$ cat src/rtl/l2_tag_req_arbiter.sv
// Arbitrates two tag-lookup requesters and a flush requester onto one L2 tag bank,
// keeping at most one lookup or one flush outstanding at the bank.
module l2_tag_req_arbiter #(
  parameter int TAG_W = 20,
  parameter int SET_W = 8,
  parameter int WAY_W = 3,
  parameter int TMO   = 15
) (
  input  logic                   clk,
  input  logic                   rst,
  input  logic                   req0_valid,
  output logic                   req0_ready,
  input  logic [TAG_W+SET_W-1:0] req0_addr,
  input  logic                   req1_valid,
  output logic                   req1_ready,
  input  logic [TAG_W+SET_W-1:0] req1_addr,
  output logic                   rsp0_valid,
  output logic                   rsp1_valid,
  output logic [WAY_W-1:0]       rsp_way,
  input  logic                   flush_req_valid,
  output logic                   flush_req_ready,
  output logic                   flush_done,
  output logic                   tag_in_valid,
  input  logic                   tag_in_ready,
  output logic [TAG_W-1:0]       tag_in_data,
  output logic                   set_in_valid,
  input  logic                   set_in_ready,
  output logic [SET_W-1:0]       set_in_data,
  input  logic                   way_out_valid,
  output logic                   way_out_ready,
  input  logic [WAY_W-1:0]       way_out_data,
  output logic                   flush_in_valid,
  input  logic                   flush_in_ready,
  input  logic                   flush_complete_valid,
  output logic                   flush_complete_ready,
  output logic                   busy,
  output logic                   tmo_err
);

  localparam int CNT_W = $clog2(TMO + 1);

  typedef enum logic [2:0] {
    IDLE,
    ISSUE,
    WAIT_RSP,
    FLUSH_ISSUE,
    FLUSH_WAIT
  } state_t;

  state_t             state_q, state_d;
  logic               last_q, last_d;
  logic               owner_q, owner_d;
  logic [2:0]         age_q, age_d;
  logic [CNT_W-1:0]   cnt_q, cnt_d;
  logic [CNT_W-1:0]   cnt_inc;
  logic [TAG_W-1:0]   tag_q, tag_d;
  logic [SET_W-1:0]   set_q, set_d;
  logic               tag_pend_q, tag_pend_d;
  logic               set_pend_q, set_pend_d;
  logic               rsp0_q, rsp0_d;
  logic               rsp1_q, rsp1_d;
  logic [WAY_W-1:0]   rsp_way_q, rsp_way_d;
  logic               flush_done_q, flush_done_d;
  logic               tmo_q, tmo_d;
  logic               grant0, grant1, flush_gnt;

  always_comb begin
    state_d      = state_q;
    last_d       = last_q;
    owner_d      = owner_q;
    age_d        = age_q;
    cnt_d        = cnt_q;
    tag_d        = tag_q;
    set_d        = set_q;
    tag_pend_d   = tag_pend_q;
    set_pend_d   = set_pend_q;
    rsp0_d       = 1'b0;
    rsp1_d       = 1'b0;
    rsp_way_d    = '0;
    flush_done_d = 1'b0;
    tmo_d        = tmo_q;
    grant0       = 1'b0;
    grant1       = 1'b0;
    flush_gnt    = 1'b0;
    cnt_inc      = (cnt_q == CNT_W'(TMO)) ? cnt_q : cnt_q + 1'b1;

    // A bank response with no lookup outstanding is a protocol error.
    if (way_out_valid && (state_q != WAIT_RSP)) tmo_d = 1'b1;

    unique case (state_q)
      IDLE: begin
        // last_q == 0 favours requester 1, so it wins the first tie after reset.
        if (flush_req_valid && (age_q == 3'd4)) begin
          flush_gnt = 1'b1;
        end else if (req0_valid || req1_valid) begin
          if (req1_valid && (!last_q || !req0_valid)) grant1 = 1'b1;
          else                                        grant0 = 1'b1;
        end else if (flush_req_valid) begin
          flush_gnt = 1'b1;
        end

        if (grant0 || grant1) begin
          owner_d    = grant1;
          tag_d      = grant1 ? req1_addr[TAG_W+SET_W-1:SET_W] : req0_addr[TAG_W+SET_W-1:SET_W];
          set_d      = grant1 ? req1_addr[SET_W-1:0] : req0_addr[SET_W-1:0];
          last_d     = ~last_q;
          tag_pend_d = 1'b1;
          set_pend_d = 1'b1;
          state_d    = ISSUE;
          if (flush_req_valid && (age_q != 3'd4)) age_d = age_q + 3'd1;
        end else if (flush_gnt) begin
          age_d   = '0;
          state_d = FLUSH_ISSUE;
        end
      end

      ISSUE: begin
        if (tag_in_ready) tag_pend_d = 1'b0;
        if (set_in_ready) set_pend_d = 1'b0;
        if ((!tag_pend_q || tag_in_ready) && (!set_pend_q || set_in_ready)) begin
          cnt_d   = '0;
          state_d = WAIT_RSP;
        end
      end

      WAIT_RSP: begin
        if (way_out_valid) begin
          rsp0_d    = ~owner_q;
          rsp1_d    = owner_q;
          rsp_way_d = way_out_data;
          cnt_d     = '0;
          state_d   = IDLE;
        end else if (cnt_inc == CNT_W'(TMO)) begin
          rsp0_d  = ~owner_q;
          rsp1_d  = owner_q;
          tmo_d   = 1'b1;
          cnt_d   = '0;
          state_d = IDLE;
        end else begin
          cnt_d = cnt_inc;
        end
      end

      FLUSH_ISSUE: begin
        if (flush_in_ready) state_d = FLUSH_WAIT;
      end

      FLUSH_WAIT: begin
        if (flush_complete_valid) begin
          flush_done_d = 1'b1;
          state_d      = IDLE;
        end
      end

      default: state_d = IDLE;
    endcase
  end

  always_ff @(posedge clk or negedge rst) begin
    if (!rst) begin
      state_q      <= IDLE;
      last_q       <= 1'b0;
      owner_q      <= 1'b0;
      age_q        <= '0;
      cnt_q        <= '0;
      tag_q        <= '0;
      set_q        <= '0;
      tag_pend_q   <= 1'b0;
      set_pend_q   <= 1'b0;
      rsp0_q       <= 1'b0;
      rsp1_q       <= 1'b0;
      rsp_way_q    <= '0;
      flush_done_q <= 1'b0;
      tmo_q        <= 1'b0;
    end else begin
      state_q      <= state_d;
      last_q       <= last_d;
      owner_q      <= owner_d;
      age_q        <= age_d;
      cnt_q        <= cnt_d;
      tag_q        <= tag_d;
      set_q        <= set_d;
      tag_pend_q   <= tag_pend_d;
      set_pend_q   <= set_pend_d;
      rsp0_q       <= rsp0_d;
      rsp1_q       <= rsp1_d;
      rsp_way_q    <= rsp_way_d;
      flush_done_q <= flush_done_d;
      tmo_q        <= tmo_d;
    end
  end

  // Readies are combinational grants; gating with rst keeps them low during reset.
  assign req0_ready           = rst & grant0;
  assign req1_ready           = rst & grant1;
  assign flush_req_ready      = rst & flush_gnt;
  assign tag_in_valid         = tag_pend_q;
  assign set_in_valid         = set_pend_q;
  assign tag_in_data          = tag_q;
  assign set_in_data          = set_q;
  assign way_out_ready        = 1'b1;
  assign rsp0_valid           = rsp0_q;
  assign rsp1_valid           = rsp1_q;
  assign rsp_way              = rsp_way_q;
  assign flush_in_valid       = (state_q == FLUSH_ISSUE);
  assign flush_complete_ready = (state_q == FLUSH_WAIT);
  assign flush_done           = flush_done_q;
  assign busy                 = (state_q != IDLE);
  assign tmo_err              = tmo_q;

endmodule

$ cat config.mk
export PLATFORM = sky130hd
export DESIGN_NAME = l2_tag_req_arbiter
export DESIGN_NICKNAME = d
export VERILOG_FILES = /design/src/rtl/l2_tag_req_arbiter.sv
export SDC_FILE = /design/constraint.sdc
export NUM_CORES = 1
export LEC_CHECK = 0
export BUFFER_PORTS_ARGS = -buffer_cell sky130_fd_sc_hd__buf_2
export CAP_MARGIN = 5
export CORE_MARGIN = 3
export CORE_UTILIZATION = 40
export DETAILED_ROUTE_END_ITERATION = 10
export PLACE_DENSITY = 0.78
export SKIP_LAST_GASP = 1
export SYNTH_ARGS = -nofsm -noshare
export SYNTH_HDL_FRONTEND = slang
export SYNTH_SLANG_ARGS = --single-unit
$ cat constraint.sdc
create_clock -name clk -period 3.64 [get_ports clk]
set_clock_uncertainty 0.15 [all_clocks]
set_input_delay 0.546 -clock clk [delete_from_list [all_inputs] [get_ports clk]]
set_output_delay 0.546 -clock clk [all_outputs]
set_load 0.05 [all_outputs]
Word-level counts from Yosys, hierarchy flattened
Index checks and enable logic that the tools add are counted.
{ "classes": {"eq_ne": 18, "n_reduce_logical": 25, "n_bitwise": 5, "n_mux": 52, "n_addsub": 2} }
{ "ops": {"columns": ["cell", "n"], "rows": [
  ["two-way mux 3 bit", 12],
  ["two-way mux 1 bit", 30],
  ["two-way mux 20 bit", 1],
  ["two-way mux 4 bit", 4],
  ["case mux 3 bit (5 select lines)", 1],
  ["!= test 2 bit, second input constant", 5],
  ["!= test 3 bit, second input constant", 3],
  ["AND reduction 3 bit", 3],
  ["== test 4 bit, second input constant", 2],
  ["two-way mux 8 bit", 1],
  ["case mux 4 bit (2 select lines)", 1],
  ["== test 3 x 2 -> 1 bit, second input constant", 2],
  ["== test 3 bit, second input constant", 2],
  ["nonzero test 2 bit", 3],
  ["logical AND 1 bit", 5],
  ["logical OR 1 bit", 5],
  ["AND reduction 5 bit", 1],
  ["adder 4 x 1 -> 4 bit, second input constant", 1],
  ["logical NOT 1 bit", 4],
  ["!= test 2 x 1 -> 1 bit, second input constant", 2],
  ["case mux 1 bit (2 select lines)", 2],
  ["AND reduction 2 bit", 2],
  ["adder 3 x 1 -> 3 bit, second input constant", 1],
  ["AND 1 bit", 3],
  ["other kinds (5)", 6]
]} }
{ "totals": {"in_bits": 69, "ff_bits": 49, "word_cells": 116, "out_inout_bits": 44} }

Depth between registers and ports, before layout
Gate-level depths: netlist of run 1.
{ "logic_depth": {"ltp_word": 10, "ltp_mapped": 8, "ltp_nobuf": 6} }

Worst setup path before layout of run 1
No wires, ideal clock.
{ "synth_path": {"kind": "register to output", "from": "register state_q[0]", "to": "output port req0_ready", "path_slack_ns": -0.499, "path_buffers": 1, "stages_incl_launch_ff": 5, "t_arrival_ns": 3.443, "cell_sequence": "dfrtp_1 > buf_4 > nor3_2 > inv_2 > a2111oi_0"} }
{ "synth_via": {"elab_chain_len": 3} }
{ "synth_lines": {"columns": ["element", "line_no", "text"], "rows": [
  ["start: declaration", "50", "state_t state_q, state_d;"],
  ["start signal: assignment", "176", "state_q <= state_d;"],
  ["logical NOT 3 bit", "90", "unique case (state_q)"],
  ["two-way mux 1 bit", "90", null],
  ["AND 1 bit", "194", "assign req0_ready = rst & grant0;"],
  ["end: declaration", "12", "output logic req0_ready,"]
]} }
Every way passes these cells.

Worst setup path after layout of run 1
{ "layout_path": {"from": "register age_q[0]", "to": "output port req0_ready"} }
{ "layout_via": {"elab_chain_len": 6} }
{ "layout_lines": {"columns": ["element", "line_no", "text"], "rows": [
  ["start: declaration", "53", "logic [2:0] age_q, age_d;"],
  ["start signal: assignment", "179", "age_q <= age_d;"],
  ["== test 3 bit", "93", "if (flush_req_valid && (age_q == 3'd4)) begin"],
  ["logical AND 1 bit", "93", null],
  ["two-way mux 1 bit", "93", null],
  ["two-way mux 1 bit (2 in series)", "90", null],
  ["AND 1 bit", "194", null]
]} }
Every way passes these cells. The select of a mux whose other input is x is not followed.

==> metrics.md, run 1 <==
| Metric | Value |
|---|---|
| Max VDD drop | 0.000444 V |
| Clock buffer depth | 2 |
| GP Congestion | 0.845 |
| Worst-Skew Late Latency | 0.30 ns |
| Initial antenna violation count | 0 |
| DIE WIDTH | 83.9 um |
| Setup Viol. Count Final | 0 |
| Synth Instances | 235 |
| Routed wire per std cell | 13.2 um |
| Die Y | 83.9 um |
| Post-synth top flop | dfrtp_1 |
| Power per cell area | 942 mW/mm2 |
| Required time of the critical path | 2.94 ns |
| Routed vias | 2082 |
| Post-cts sizing count | 0 |
| Synth unique cells | 45 |
| Crit-path max FO | 5 |
| First-pass GRT wire length | 9240 um |
| HP Class | in2async |
| Crit path DAT | 2.00 ns |
| Design area | 0.00312 mm2 |
| Ys async rst share | 100% |
| Leakage | 1.62 nW |
| Top post-synthesis cells by area | dfrtp_1, mux2i_1, a21oi_1 |
| Syn_area_per_cell | 10.3 um2 |
| Post-CTS Hold Buffers | 0 |
| Final Cycle Share | 74.1% |
| Most frequent cells in the layout | buf_2, dfrtp_1, a21oi_1 |
| H-tree levels | 2 |
| CTS tree | built |
| Remaining Overflow, GRT | 0 |
| Final Slew Violations | 0 |
| Placement Cell Area | 0.00303 mm2 |
| Post-Synthesis Cell Area | 0.00243 mm2 |
| Max incr delay on CP | 0.42 ns |
| Kind of critical path | reg2out |
| Commonest non-fill, non-tap cell in the layout | buf_2 |
| Largest net degree at the start of global routing | 50 |
| Starting DRT DRC Count | 56 |
| Total Wirelength | 5470 um |
| Fin nets | 414 |
| Critical path's top delay family | compound AO/OA/AOI/OAI gates |
| Max Clock Freq | 371 MHz |
| Total number of yosys warnings | 0 |
| RSZ-0062 raised after global routing | false |
| Routed Antenna Nets | 0 |
| Synth Net Count | 307 |
| Critical path cell sequence | inv_1 > ha_1 > nand3_1 > o21ai_0 > a2111oi_1 > buf_2 |
| Largest area contributor in the netlist | dfrtp_1 |
| Critical Path Source Type | flop |
| EDFF count, synth | 0 |
| Vias in the first global route | 2074 |
| Crit-path slowest cell | a2111oi_1 |
| Layout cells sized above 1 | 39.2% |
| Top-area cell type share of the netlist area | 50.5% |
| Clock buffer count from CTS | 5 |
| GRT Overall Usage | 16.1% |
| Area Growth Syn to Fin | 28.6% |
| Diodes inserted | 0 |
| Max-Cap Viols | 0 |
| #FFs+latches synth | 49 |
| Detailed placement HPWL | 4260 um |
| PortBufs | 111 |
| Total die area | 0.00704 mm2 |
| Worst-Margin Slew | 0.592 ns |
| Root Buffer | clkbuf_8 |
| Core Rows | 27 |
| I/O pins | 113 |
| Fin crit period | 2.70 ns |
| DRC viols | 0 |
| Sequential area share after synthesis | 50.5% |
| Final hold vios | 0 |
| Setup TNS | 0 ns |
| Core Area | 0.00568 mm2 |
| Mean number of vias per cell | 5.03 |
| Clock slew at reported path FFs | 0.08 ns |
| TritonRoute pass-1 iters | 4 |
| Postcts setup bufs | 0 |
| Status | complete, no violations |
| CTS Sinks | 49 |
| Relative slew slack | 60.5% |
| Buf/Inv on CP | 2 |
| Setup crit end kind | output pin |
| Initial Util | 42.7% |
## worst paths after layout
check | start | endpoint | slack (ns) | cells past startpoint
worst min register to register | owner_q$_DFFE_PN0P_ | rsp0_valid$_DFF_PN0_ | 0.28 | 1
worst max-delay path | age_q[0]$_DFFE_PN0P_ | req0_ready | 0.94 | 6
worst max register to register | state_q[2]$_DFFE_PN0P_ | set_in_data[6]$_DFFE_PN0P_ | 1.35 | 5
max in group asynchronous | rst | tag_in_data[16]$_DFFE_PN0P_ | 2.66 | 2
worst min-delay path | rst | tmo_err$_DFF_PN0_ | 0.28 | 2
min in group clk | owner_q$_DFFE_PN0P_ | rsp0_valid$_DFF_PN0_ | 0.28 | 1
## metrics by stage
stage | total power [mW] | hold slack [ns] | utilization (%) | cells | worst slack, ns
floorplan | 2.27 | 0.100 | - | 235 | 0.184
global placement | 2.60 | 0.259 | 53.5 | 407 | 1.27
detailed placement | 2.65 | 0.266 | 53.5 | 407 | 1.22
CTS | 2.98 | 0.274 | 55.0 | 414 | 0.965
global route | 3.14 | 0.276 | 55.0 | 414 | 0.776
finish | 2.94 | 0.278 | 55.0 | 414 | 0.943
## metal layers
layer  routed length [um]  up-vias  share of wire [%]  global-route usage [%]
met5                    0        -                  0                       0
met4                   93        0                1.7                    5.70
met3                  385        8                7.0                    4.94
met2                 2800       68                 51                    28.3
met1                 2190      970                 40                    18.2
li1                     -     1036                  -                       -
## flip-flops by register name (all words and copies together), names as in the netlist, 3 cells and up
signal and flops:
age_q 3, cnt_q 4, tag_in_data 20, set_in_data 8
state_q 3, rsp_way 3
## where the power goes
part,switching (mW),internal (mW),total [mW]
clock,0.166,0.151,0.317
sequential,0.165,0.776,0.940
combinational,1.20,0.483,1.68
total,1.53,1.41,2.94
## worst register-to-register path: stages, from the launching register on
cell and delay [ns]:
dfrtp_1 0.50, nor3_2 0.34, o211a_2 0.56, buf_4 0.43
nor2_1 0.08, a21oi_1 0.15
## synthesized netlist by cell type, types with 2 or more instances
master,instances
nand3b_1,3
o22ai_1,2
and2_1,2
or3b_1,2
buf_2,5
buf_1,3
clkbuf_1,4
dfrtp_1,49
nand2_1,8
a22o_1,3
ha_1,3
nor3_1,2
nand3_1,3
o21ai_0,6
a21oi_1,35
mux2_2,2
buf_4,2
inv_1,7
nor2b_1,3
and3_1,5
mux2i_1,29
nor2_1,34
## kinds of logic after synthesis
logic type	synth area share, %
xor gates and xnor gates	0.722
AOI/OAI and AO/OA	14.1
adders and majority gates	1.55
and+or+nand+nor	16.1
buffers and inverters	3.97
muxes	12.9
other	0.155
DFF	50.5
## area by class of cell
class / instances / area, um2
fill: 520 / 2550
timing repair buffer: 114 / 578
tap: 72 / 90.1
sequential: 49 / 1230
multi-input combinational: 164 / 1110
inverter: 8 / 30.0
clock buffer: 7 / 86.3
No activity file was read; power rests on OpenSTA's default activity.
==> inputs of run 2 (changes only) <==
PLACE_DENSITY = 0.81   (was 0.78)
clock period = 2.2 ns   (was 3.64 ns; I/O delays follow)
==> metrics.md, run 2 (synthesis gave the netlist of run 1 again) <==
| Metric | Value |
|---|---|
| Max incr delay on CP | 0.52 ns |
| Die Y | 83.9 um |
| GP Congestion | 0.832 |
| Reg-to-Reg Start | cnt_q[1]$_DFFE_PN0P_ |
| Core Area | 0.00568 mm2 |
| Switching Share | 50.4% |
| RSZ-0062 raised after global routing | true |
| Root Buffer | clkbuf_8 |
| Max FFs per register | 20 |
| Fin crit period | 2.15 ns |
| Power share of the sequential group | 29.6% |
| Max VDD drop | 0.00129 V |
| Logic pwr share | 57.9% |
| Leakage | 1.67 nW |
| FF-to-FF path depth | 5 |
| Layout cells sized above 1 | 42.9% |
| Final hold vios | 0 |
| Area Growth Syn to Fin | 36.8% |
| CTS Sinks | 49 |
| Clk pwr share | 12.5% |
| Detailed placement HPWL | 4290 um |
| P_int | 2.58 mW |
| Max Clock Freq | 465 MHz |
| Mean number of vias per cell | 5.06 |
| TritonRoute pass-1 iters | 4 |
| Routed vias | 2135 |
| Final Slew Violations | 0 |
| Remaining Overflow, GRT | 0 |
| Final Cycle Share | 97.7% |
| Crit path DAT | 1.67 ns |
| Most frequent cells in the layout | buf_2, dfrtp_1, a21oi_1 |
| Required time of the critical path | 1.72 ns |
| Total Wirelength | 5730 um |
| Worst-Skew Late Latency | 0.29 ns |
| Kind of critical path | in2out |
| Critical Path Source Type | input pin |
| CTS tree | built |
| Max-Cap Viols | 0 |
| Final Power | 5.20 mW |
| Core Rows | 27 |
| Crit-path slowest cell | dlygate4sd3_1 |
| Commonest non-fill, non-tap cell in the layout | buf_2 |
| Initial Util | 42.7% |
| Critical path cell sequence | dlygate4sd3_1 > buf_2 > inv_1 > a2111oi_4 > buf_4 |
| Fin cells | 422 |
| Critical path origin | rst |
| Filler Cell Count | 472 |
| DIE WIDTH | 83.9 um |
| Routed Antenna Nets | 0 |
| Diodes inserted | 0 |
| Status | complete, no violations |
| Vias in the first global route | 2128 |
| Clock buffer depth | 2 |
| PortBufs | 111 |
| Setup Viol. Count Final | 0 |
| I/O pins | 113 |
| Clock buffer count from CTS | 5 |
| Worst hold stages | 2 |
| GRT Overall Usage | 16.7% |
| Starting DRT DRC Count | 77 |
| Total die area | 0.00704 mm2 |
| Worst-Margin Slew | 0.510 ns |
| Crit-path max FO | 3 |
| Cells after DPL | 412 |
| HP Class | in2reg |
| H-tree levels | 2 |
| Clock slew at reported path FFs | 0.09 ns |
| Setup crit end kind | output pin |
| First-pass GRT wire length | 9720 um |
| Power per cell area | 1570 mW/mm2 |
| Routed wire per std cell | 13.6 um |
| Psw | 2.62 mW |
| Fin nets | 421 |
| Largest net degree at the start of global routing | 60 |
| Worst Min Path Start | set_in_ready |
| Initial antenna violation count | 0 |
| Relative slew slack | 65.6% |
| DRC viols | 0 |
==> run 2: metal layers <==
| metal | part of all wire (%) | vias to the layer above | track usage (%) |
|---|---|---|---|
| li1 | - | 1056 | - |
| met1 | 42 | 992 | 20.0 |
| met2 | 52 | 83 | 30.0 |
| met3 | 5.5 | 4 | 3.55 |
| met4 | 0.96 | 0 | 4.82 |
| met5 | 0 | - | 0 |
==> run 2: cell type report <==
class	instances	area (um2)	area share (%)
sequential	49	1230	37.0
timing repair buffer	121	671	20.2
tap	72	90.1	2.71
inverter	8	30.0	0.905
clock buffer	7	86.3	2.60
clock inverter	1	30.0	0.905
multi-input combinational	164	1180	35.6
==> run 2: through the flow <==
stage	setup WS (ns)	instance area, um2	utilization, %	hold slack, ns	TNS, ns
2_1_floorplan	-0.341	2440	-	-0.116	-0.341
3_3_place_gp	0.166	3110	54.7	0.174	0
3_5_place_dp	0.114	3110	54.7	0.191	0
4_1_cts	0.0196	3260	57.5	0.0531	0
5_1_grt	-0.00486	3320	58.5	0.0557	-0.00486
6_report	0.0511	3320	58.5	0.0659	0
==> run 2: worst paths after layout <==
path	endpoint	slack (ns)
max	req0_ready	0.05
min	set_in_valid$_DFFE_PN0P_	0.07
max reg2reg	state_q[1]$_DFFE_PN0P_	0.13
min reg2reg	rsp0_valid$_DFF_PN0_	0.29
max in group asynchronous	state_q[1]$_DFFE_PN0P_	0.97
min in group asynchronous	cnt_q[3]$_DFFE_PN0P_	0.41
==> run 2: worst max-delay path, delay by kind of cell <==
| kind | cells | cell delay, ns |
|---|---|---|
| buffers and inverters | 4 | 1.02 |
| AO/OA/AOI/OAI | 1 | 0.32 |
==> run 2: power by group through the flow <==
stage | registers [mW] | logic, mW | clock network, mW
2_1_floorplan | 2.49 | 1.28 | 0
3_3_place_gp | 1.52 | 2.88 | 0
3_5_place_dp | 1.53 | 2.95 | 0
4_1_cts | 1.53 | 2.98 | 0.678
5_1_grt | 1.60 | 3.23 | 0.722
6_report | 1.54 | 3.01 | 0.650
==> run 2: timing repair <==
| item | in CTS | in global routing |
|---|---|---|
| resized for setup | 6 | 11 |
| hold endpoints to repair | 10 | 0 |
| pin swaps | 0 | 2 |
| setup buffers | 1 | 0 |
| hold buffers | 1 | 0 |
| endpoints found under the setup margin | 2 | 3 |
